<file path="config.mk">
export PLATFORM = sky130hd
export DESIGN_NAME = acc_feeder
export DESIGN_NICKNAME = d
export VERILOG_FILES = /design/src/rtl/acc_feeder.sv
export SDC_FILE = /design/constraint.sdc
export NUM_CORES = 1
export LEC_CHECK = 0
export BUFFER_PORTS_ARGS = -buffer_cell sky130_fd_sc_hd__buf_2
export CORE_MARGIN = 2
export CORE_UTILIZATION = 53
export DETAILED_ROUTE_END_ITERATION = 6
export GPL_TIMING_DRIVEN = 0
export PLACE_DENSITY = 0.79
export SYNTH_ARGS = -nofsm -noshare
export SYNTH_HDL_FRONTEND = slang
export SYNTH_SLANG_ARGS = --single-unit
</file>
<file path="constraint.sdc">
create_clock -name clk -period 3.65 [get_ports clk]
set_clock_uncertainty 0.2 [all_clocks]
set_input_delay 0.365 -clock clk [delete_from_list [all_inputs] [get_ports clk]]
set_output_delay 0.365 -clock clk [all_outputs]
set_load 0.02 [all_outputs]
</file>
<file path="src/rtl/acc_feeder.sv">
// acc_feeder: reads N operands from a 1-cycle-latency memory and streams them into acc_core.
// Each run first clears acc_core with a run pulse. The feeder then counts the returning valid
// ticks and captures the final sum. It pulses done_o one cycle after the last tick.
//
// Handshake: there is no backpressure. mem_ce_o issues one read per cycle in READ, and the
// data arrives on mem_q_i one cycle later. core_valid_o marks that cycle, and core_number_o
// carries the operand alongside it. acc_core answers each operand with one core_valid_i tick
// and its running sum on core_result_i.
module acc_feeder #(
  parameter int IN_DATA_WIDTH = 8,
  parameter int DWIDTH        = 16,
  parameter int AWIDTH        = 8
) (
  input  logic                     clk,
  input  logic                     reset_n,
  input  logic                     start_i,
  input  logic [AWIDTH:0]          num_cnt_i,
  input  logic [AWIDTH-1:0]        base_addr_i,
  output logic                     idle_o,
  output logic                     done_o,
  output logic [DWIDTH-1:0]        result_o,
  output logic                     mem_ce_o,
  output logic [AWIDTH-1:0]        mem_addr_o,
  input  logic [IN_DATA_WIDTH-1:0] mem_q_i,
  output logic                     core_run_o,
  output logic                     core_valid_o,
  output logic [IN_DATA_WIDTH-1:0] core_number_o,
  input  logic                     core_valid_i,
  input  logic [DWIDTH-1:0]        core_result_i
);

  typedef enum logic [2:0] {
    S_IDLE  = 3'd0,
    S_CLEAR = 3'd1,
    S_READ  = 3'd2,
    S_DRAIN = 3'd3,
    S_DONE  = 3'd4
  } state_t;

  localparam logic [AWIDTH:0] CNT_ONE = {{AWIDTH{1'b0}}, 1'b1};

  state_t                state_q, state_d;
  logic [AWIDTH:0]       n_q, n_d;
  logic [AWIDTH-1:0]     base_q, base_d;
  logic [AWIDTH:0]       issue_cnt_q, issue_cnt_d;
  logic [AWIDTH:0]       recv_cnt_q, recv_cnt_d;
  logic [DWIDTH-1:0]     result_q, result_d;
  logic                  core_valid_q, core_valid_d;

  logic accept;
  logic counting;
  logic last_ret;

  // Start is honoured only in IDLE. Return ticks count only while a run is in flight.
  assign accept   = (state_q == S_IDLE) && start_i;
  assign counting = (state_q == S_CLEAR) || (state_q == S_READ) || (state_q == S_DRAIN);
  assign last_ret = counting && core_valid_i && (recv_cnt_q == n_q - CNT_ONE);

  // State register
  always_ff @(posedge clk or negedge reset_n) begin
    if (!reset_n) state_q <= S_IDLE;
    else          state_q <= state_d;
  end

  // Next-state logic
  always_comb begin
    state_d = state_q;
    case (state_q)
      S_IDLE:  if (start_i) state_d = (num_cnt_i == '0) ? S_DONE : S_CLEAR;
      S_CLEAR: state_d = S_READ;
      S_READ: begin
        if (last_ret)                            state_d = S_DONE;
        else if (issue_cnt_q == n_q - CNT_ONE)   state_d = S_DRAIN;
      end
      S_DRAIN: if (last_ret) state_d = S_DONE;
      S_DONE:  state_d = S_IDLE;
      default: state_d = S_IDLE;
    endcase
  end

  // Datapath next values: latch the request, advance counters, capture the final sum
  always_comb begin
    n_d          = n_q;
    base_d       = base_q;
    issue_cnt_d  = issue_cnt_q;
    recv_cnt_d   = recv_cnt_q;
    result_d     = result_q;
    core_valid_d = (state_q == S_READ);
    if (accept) begin
      n_d         = num_cnt_i;
      base_d      = base_addr_i;
      issue_cnt_d = '0;
      recv_cnt_d  = '0;
      result_d    = '0;
    end
    if (state_q == S_READ) issue_cnt_d = issue_cnt_q + CNT_ONE;
    if (counting && core_valid_i) recv_cnt_d = recv_cnt_q + CNT_ONE;
    if (last_ret) result_d = core_result_i;
  end

  // Datapath registers
  always_ff @(posedge clk or negedge reset_n) begin
    if (!reset_n) begin
      n_q          <= '0;
      base_q       <= '0;
      issue_cnt_q  <= '0;
      recv_cnt_q   <= '0;
      result_q     <= '0;
      core_valid_q <= 1'b0;
    end else begin
      n_q          <= n_d;
      base_q       <= base_d;
      issue_cnt_q  <= issue_cnt_d;
      recv_cnt_q   <= recv_cnt_d;
      result_q     <= result_d;
      core_valid_q <= core_valid_d;
    end
  end

  // Outputs decoded from state; the operand passes straight from memory, gated by its valid
  always_comb begin
    idle_o        = (state_q == S_IDLE);
    done_o        = (state_q == S_DONE);
    core_run_o    = (state_q == S_CLEAR);
    mem_ce_o      = (state_q == S_READ);
    mem_addr_o    = base_q + issue_cnt_q[AWIDTH-1:0];
    core_valid_o  = core_valid_q;
    core_number_o = core_valid_q ? mem_q_i : '0;
    result_o      = result_q;
  end

endmodule

</file>
# [After elaboration in Yosys (flattened, before gate mapping)]
# Cells that the tools add are included.
[totals] out_inout_bits=37 word_cells=43 ff_bits=55 inputBits=45
[op_classes] eq_ne=9 mux=12 reduce_logical=11 addsub=4
[ops] operator="two-way mux 16 bit" count=2
[ops] operator="two-way mux 9 bit" count=3
[ops] operator="adder 9 x 1 -> 9 bit, second input constant" count=2
[ops] operator="equality test 9 bit" count=2
[ops] operator="two-way mux 3 bit" count=5
[ops] operator="case mux 3 bit (4 select lines)" count=1
[ops] operator="zero test 9 bit" count=1
[ops] operator="subtractor 9 x 1 -> 9 bit, second input constant" count=1
[ops] operator="adder 8 bit" count=1
[ops] operator="two-way mux 8 bit" count=1
[ops] operator="equality test 3 x 2 -> 1 bit, second input constant" count=2
[ops] operator="nonzero test 2 bit" count=3
[ops] operator="inequality test 2 bit, second input constant" count=2
[ops] operator="equality test 3 x 1 -> 1 bit, second input constant" count=1
[ops] operator="equality test 3 bit, second input constant" count=1
[ops] operator="logical AND 1 bit" count=3
[ops] operator="zero test 3 bit" count=1
[ops] operator="inequality test 3 x 1 -> 1 bit, second input constant" count=1
[ops] operator="AND reduction 3 bit" count=1
[ops] operator="logical OR 1 bit" count=2

# [Depth between registers and ports, before layout]
# Gate-level depths: netlist of run 1.
[depth] depth_word=7 mapped_depth=10 mapped_depth_nobuf=9

# [Worst setup path before layout of run 1]
# OpenSTA, ideal clock, no wires.
[synth_timing] path_kind="flip-flop to flip-flop" from="reg n_q[0]" to="reg result_q[10], in the netlist result_o[10]" path_buffers=2 arrival_time_ns=2.221 stages_incl_launch_ff=11 setup_time_ns=0.123 path_slack_ns=1.106 t_required_ns=3.327 path_cell_list="dfrtp_1 inv_1 ha_1 nor2b_1 a31oi_1 a2111oi_4 nand4_1 or2_1 buf_6 buf_12 mux2i_1"
[synth_via] elab_chain_len=4 word_cells_on_any_way=5 classes_between="add/sub: 1; eq/ne: 1; mux: 1; reduce/logical: 2"
[synth_rtl] element="start, declared" line="43" rtl="logic [AWIDTH:0] n_q, n_d;"
[synth_rtl] element="start signal, assigned" line="111" rtl="n_q <= n_d;"
[synth_rtl] element="subtractor 9 x 1 -> 9 bit (*)" line="57" rtl="assign last_ret = counting && core_valid_i && (recv_cnt_q == n_q - CNT_ONE);"
[synth_rtl] element="equality test 9 bit (*)" line="57"
[synth_rtl] element="logical AND 1 bit (*)" line="57"
[synth_rtl] element="two-way mux 16 bit or nonzero test 2 bit (tied branches)"
[synth_rtl] element="end signal, assigned" line="115" rtl="result_q <= result_d;"
[synth_rtl] element="end, declared" line="47" rtl="logic [DWIDTH-1:0] result_q, result_d;"
# Every way passes the cells marked *; elsewhere a longest branch is shown, timed or not.
# A chain may end at the register's enable or synchronous reset.

# [Worst setup path in the final report of run 1]
[layout_timing] from="reg issue_cnt_q[1]" to="out mem_addr_o[7]"
[layout_via] elab_chain_len=1
[layout_rtl] element="start, declared" line="45" rtl="logic [AWIDTH:0] issue_cnt_q, issue_cnt_d;"
[layout_rtl] element="start signal, assigned" line="113" rtl="issue_cnt_q <= issue_cnt_d;"
[layout_rtl] element="adder 8 bit" line="126" rtl="mem_addr_o = base_q + issue_cnt_q[AWIDTH-1:0];"
[layout_rtl] element="end, declared" line="23" rtl="output logic [AWIDTH-1:0] mem_addr_o,"
# No other way between the ends.

==> flow_summary.json, run 1 <==
{
  "outcome": "complete, no violations",
  "rsz0062_at_grt": "no",
  "muxShareOfSynthArea_pct": 5.566,
  "grt-ovfl-total": 0,
  "io_buffers": 81,
  "cp_max_fo": 8,
  "synth-seq-area-share_pct": 40.28,
  "dr.first_iter.drc_count": 230,
  "io_pins": 82,
  "finalSetupViolations": 0,
  "finalCriticalPeriod_ns": 3.043,
  "ys_types": 64,
  "irDropWorstVdd_mv": 0.2715,
  "worstSetupEndpointType": "output pin",
  "grt_pass1_vias": 3014,
  "drive_gt1_share_pct": 22.85,
  "fmax_mhz": 328.6,
  "clk_pin_slew_worst_paths_ns": 0.10,
  "grt_max_degree": 56,
  "area_growth_pct": 18.97,
  "synth_area_leader_cell": "dfrtp_1",
  "yosys_warnings": 0,
  "root_buffer": "clkbuf_8",
  "powerDensity_nw_per_um2": 379.0,
  "tritoncts": "done",
  "synth-seq-cells": 55,
  "instances_no_fill": 554,
  "worstMarginPinSlew_ns": 0.6315,
  "slew_violations": 0,
  "wl_um": 8057,
  "worst-endpoint-required_ns": 3.08,
  "max-clock-path-buffers": 2,
  "syn_area_per_cell_um2": 8.852,
  "hpwl_um": 6094,
  "design.core.area_um2": 6277,
  "drc": 0,
  "synth_top_family_by_area": "simple AND/OR/NAND/NOR gates",
  "min_from": "base_addr_i[3]",
  "synth-adder-area-share_pct": 4.248,
  "place.gp.congestion": 0.8592,
  "antenna_found_initial": 0,
  "min_path_type": "input pin to register",
  "numCtsBuffers": 5,
  "drt-wirelength-per-cell_um": 14.54,
  "die-area_um2": 7106,
  "cts_sinks": 55,
  "fin_nets": 532,
  "crit_start": "issue_cnt_q[1]",
  "synth_area_um2": 3417,
  "hold_viol": 0,
  "drtAntennaViolNets": 0,
  "synth_area_leaders": "dfrtp_1, nand2_1, mux2i_1",
  "die_w_um": 84.30,
  "maxCapViolCount": 0,
  "htree_levels": 2,
  "antenna_cells": 0,
  "firstDrtPassIters": 4,
  "crit_path_start_kind": "register",
  "viasPerCell": 5.513,
  "netlist.area_leader.share_pct": 40.28,
  "grt_first_pass_wirelength_um": 14120,
  "start_util_pct": 54.43,
  "yosys.area_share.simple_pct": 24.17,
  "tns_ns": 0,
  "post-place-ws_ns": 0.7611,
  "insertion_delay_ns": 0.31,
  "post_cts_buffers": 0,
  "leakagePower_nw": 2.186,
  "groute.usage.overall_pct": 23.92,
  "synth_ff_type": "dfrtp_1",
  "synth_xor_area_share_pct": 5.639,
  "crit_arrival_ns": 2.48,
  "die_h_um": 84.30,
  "synth_compound_area_share_pct": 13.88,
  "r2r-start": "n_q[0]",
  "period_share_pct": 83.37,
  "syn_nets": 442,
  "syn_inst": 386,
  "num_vias": 3054,
  "slew_headroom_pct": 57.81,
  "placed_cells": 544,
  "rows": 29,
  "async_reset_ff_share_pct": 100.0,
  "synth_edf_count": 0,
  "setup_ws_ns": 0.6071,
  "path_class": "register to output pin"
}
-- registers in the layout (all words and copies together) (netlist names) --
signal / cells
result_o: 16
issue_cnt_q: 9
n_q: 9
recv_cnt_q: 9
base_q: 8
state_q: 3
core_valid_o: 1
-- stage by stage --
step	instance area [um^2]	power (mW)	hold slack, ns	util [%]
5_1_grt	4065	1.623	0.05054	64.76
4_1_cts	4035	1.540	0.03336	64.28
6_report	4065	1.541	0.03758	64.76
3_5_place_dp	3919	1.125	0.2697	62.43
3_3_place_gp	3919	1.108	0.2650	62.43
2_1_floorplan	3417	0.9852	-0.1306	-
-- report_power, final --
group / internal (mW) / switching [mW]
Combinational: 0.179 / 0.235
Sequential: 0.645 / 0.0613
Clock: 0.208 / 0.211
Total: 1.03 / 0.508
-- critical path: stages (launching register included) --
cell and delay (ns):
dfrtp_1 0.49, ha_1 0.32, a21o_1 0.19, a21oi_1 0.20, nand2b_1 0.13, a21oi_1 0.09
o41ai_1 0.37, xnor2_1 0.19, buf_2 0.19
-- final cells by class --
class                      instances  area, um^2
inverter                          29       108.9
buffer                            17       103.9
fill                             531        2212
multi-input combinational        285        1828
clock buffer                       5       68.82
sequential                        55        1376
clock inverter                     3       47.55
timing repair buffer              83       435.4
tap                               77       96.34
-- layer usage --
metal / up-vias / wire length, um / global-route usage [%]
li1: 1504 / - / -
met1: 1470 / 3596 / 32.08
met2: 72 / 4037 / 42.14
met3: 8 / 363 / 3.540
met4: 0 / 59 / 3.519
met5: - / 0 / 0
-- final timing paths --
kind                                 end  slack (ns)  cells after the start
setup / recovery           mem_addr_o[7]        0.61                      8
hold / removal                 base_q[3]        0.04                      3
setup reg to reg             result_o[6]        0.72                     10
hold reg to reg                base_q[4]        0.29                      2
max in group asynchronous  recv_cnt_q[4]        2.29                      3
min in group asynchronous      base_q[2]        0.39                      2
-- kinds of logic after synthesis --
kind of cell,count (synthesis)
AND/OR/NAND/NOR,165
AO/OA/AOI/OAI,68
flip-flops,55
buffers and inverters,46
XOR/XNOR,22
multiplexers,19
adder cells (fa/ha/maj),11
-- placed cells by master (no fill, tap or decap), types with 4 or more instances in the layout --
master and count:
nor3_1 4, and3_1 6, nand3_1 10, xnor2_1 11, nand4_1 6, nand2b_1 6, dfrtp_1 55, nand2_1 78
nor4_1 4, xor2_1 11, ha_1 10, inv_1 28, clkbuf_1 9, nor2_1 18, and2_1 10, mux2i_1 19
o21ai_0 25, buf_2 85, a21oi_1 8, clkbuf_8 5
-- cell usage after synthesis (all sizes together) (8+ instances only) --
library cell,count
a21oi,9
and2,10
buf,8
clkbuf,9
dfrtp,55
ha,10
inv,29
mux2i,19
nand2,78
nand3,10
nor2,19
o21ai,26
xnor2,11
xor2,11
-- repair_timing --
action	in CTS	in global routing
hold buffers	0	1
endpoints found under the hold margin	0	24
resized for setup	0	0
No activity file was read; power rests on OpenSTA's default activity.
==> run 2: changes to the inputs <==
- clock period: 3.65 -> 3.2 ns (I/O delays scaled with it)
==> flow_summary.json, run 2 (synthesis results as in run 1) <==
{
  "start_util_pct": 54.43,
  "path_class": "register to output pin",
  "die_h_um": 84.30,
  "hold_viol": 0,
  "grt_first_pass_wirelength_um": 14230,
  "tritoncts": "done",
  "viasPerCell": 5.488,
  "clk_pin_slew_worst_paths_ns": 0.10,
  "grt_max_degree": 56,
  "min_path_type": "input pin to register",
  "die_w_um": 84.30,
  "fin_util_pct": 65.88,
  "insertion_delay_ns": 0.31,
  "worstSetupEndpointType": "output pin",
  "fmax_mhz": 334.2,
  "place.gp.congestion": 0.8592,
  "slew_headroom_pct": 58.02,
  "max-clock-path-buffers": 2,
  "fin_nets": 539,
  "placed_cells": 544,
  "root_buffer": "clkbuf_8",
  "cts_resized": 0,
  "final_common_cell": "buf_2",
  "dr.first_iter.drc_count": 260,
  "finalCriticalPeriod_ns": 2.992,
  "wl_um": 8151,
  "groute.usage.overall_pct": 24.10,
  "cp_slowest_cell": "dfrtp_1",
  "drive_gt1_share_pct": 22.52,
  "r2r_setup_slack_ns": 0.25,
  "worstMarginPinSlew_ns": 0.6283,
  "finalSetupViolations": 0,
  "finalPower_mw": 1.763,
  "rows": 29,
  "drtAntennaViolNets": 0,
  "area_growth_pct": 21.02,
  "io_buffers": 81,
  "slew_violations": 0,
  "antenna_cells": 0,
  "outcome": "complete, no violations",
  "num_vias": 3079,
  "htree_levels": 2,
  "leakagePower_nw": 2.215,
  "tns_ns": 0,
  "hpwl_um": 6094,
  "irDropWorstVdd_mv": 0.3174,
  "antenna_found_initial": 0,
  "powerDensity_nw_per_um2": 426.4,
  "crit_arrival_ns": 2.47,
  "worst-endpoint-required_ns": 2.68,
  "grt_pass1_vias": 3046,
  "die-area_um2": 7106,
  "cp_max_fo": 8,
  "period_share_pct": 93.50,
  "rsz0062_at_grt": "no",
  "crit_path_start_kind": "register",
  "path_common_cell": "a21oi_1",
  "fin_hold_ws_ns": 0.01242,
  "grt-ovfl-total": 0,
  "layout_common_cells": "buf_2, nand2_1, dfrtp_1",
  "io_pins": 82,
  "maxCapViolCount": 0,
  "fillers": 524,
  "cts_sinks": 55,
  "numCtsBuffers": 5,
  "crit_chain": "ha_1 > a21o_1 > a21oi_1 > nand2b_1 > a21oi_1 > o41ai_1 > xnor2_1 > buf_2",
  "firstDrtPassIters": 4,
  "regArea_um2": 1376,
  "instances_no_fill": 561,
  "multi_input_area_um2": 1828,
  "drc": 0,
  "largest_reg_flops": 16,
  "design.core.area_um2": 6277,
  "drt-wirelength-per-cell_um": 14.53,
  "max_stage_delay_ns": 0.49
}
==> run 2: worst paths after layout <==
check                                from            end  depth (start not counted)
max                        issue_cnt_q[1]  mem_addr_o[7]                          8
max reg2reg                        n_q[0]    result_o[6]                         10
min                        base_addr_i[1]      base_q[1]                          3
min reg2reg                     base_q[6]      base_q[6]                          2
min in group asynchronous         reset_n      base_q[2]                          2
max in group asynchronous         reset_n  recv_cnt_q[4]                          3
==> run 2: layout make-up <==
| type | count | share of cell area (%) |
|---|---|---|
| Multi-Input combinational cell | 285 | 44.21 |
| Sequential cell | 55 | 33.28 |
| Timing Repair Buffer | 90 | 12.22 |
| Inverter | 29 | 2.632 |
| Buffer | 17 | 2.511 |
| Tap cell | 77 | 2.330 |
| Clock buffer | 5 | 1.664 |
| Clock inverter | 3 | 1.150 |
==> run 2: layer usage <==
metal	global-route usage, %	part of all wire, %
met3	3.638	4.5
met5	0	0
met2	42.50	50
met4	3.812	0.59
met1	32.14	45
==> run 2: where the power goes <==
group          internal (mW)  switching (mW)  leakage (nW)
Sequential             0.736          0.0704         0.676
Combinational          0.210           0.269          1.48
Clock                  0.238           0.240        0.0587
Total                   1.18           0.579          2.22
==> run 2: stage by stage <==
stage          setup slack [ns]  cell area, um^2
2_1_floorplan            0.6560             3417
3_3_place_gp             0.3222             3919
3_5_place_dp             0.3111             3919
4_1_cts                  0.2072             4105
5_1_grt                 0.05108             4135
6_report                 0.2080             4135
==> run 2: critical path, delay by kind of cell, from the launching register on <==
family          cells  cell delay [ns]
simple gates        1             0.13
fa+ha+maj           1             0.32
flops               1             0.49
buf+inv             1             0.19
xor+xnor            1             0.19
compound gates      4             0.84
==> run 2: what timing repair did <==
item / 4_1_cts / 5_1_grt
hold buffers: 7 / 1
hold endpoints to repair: 7 / 24
buffers inserted: 0 / 0
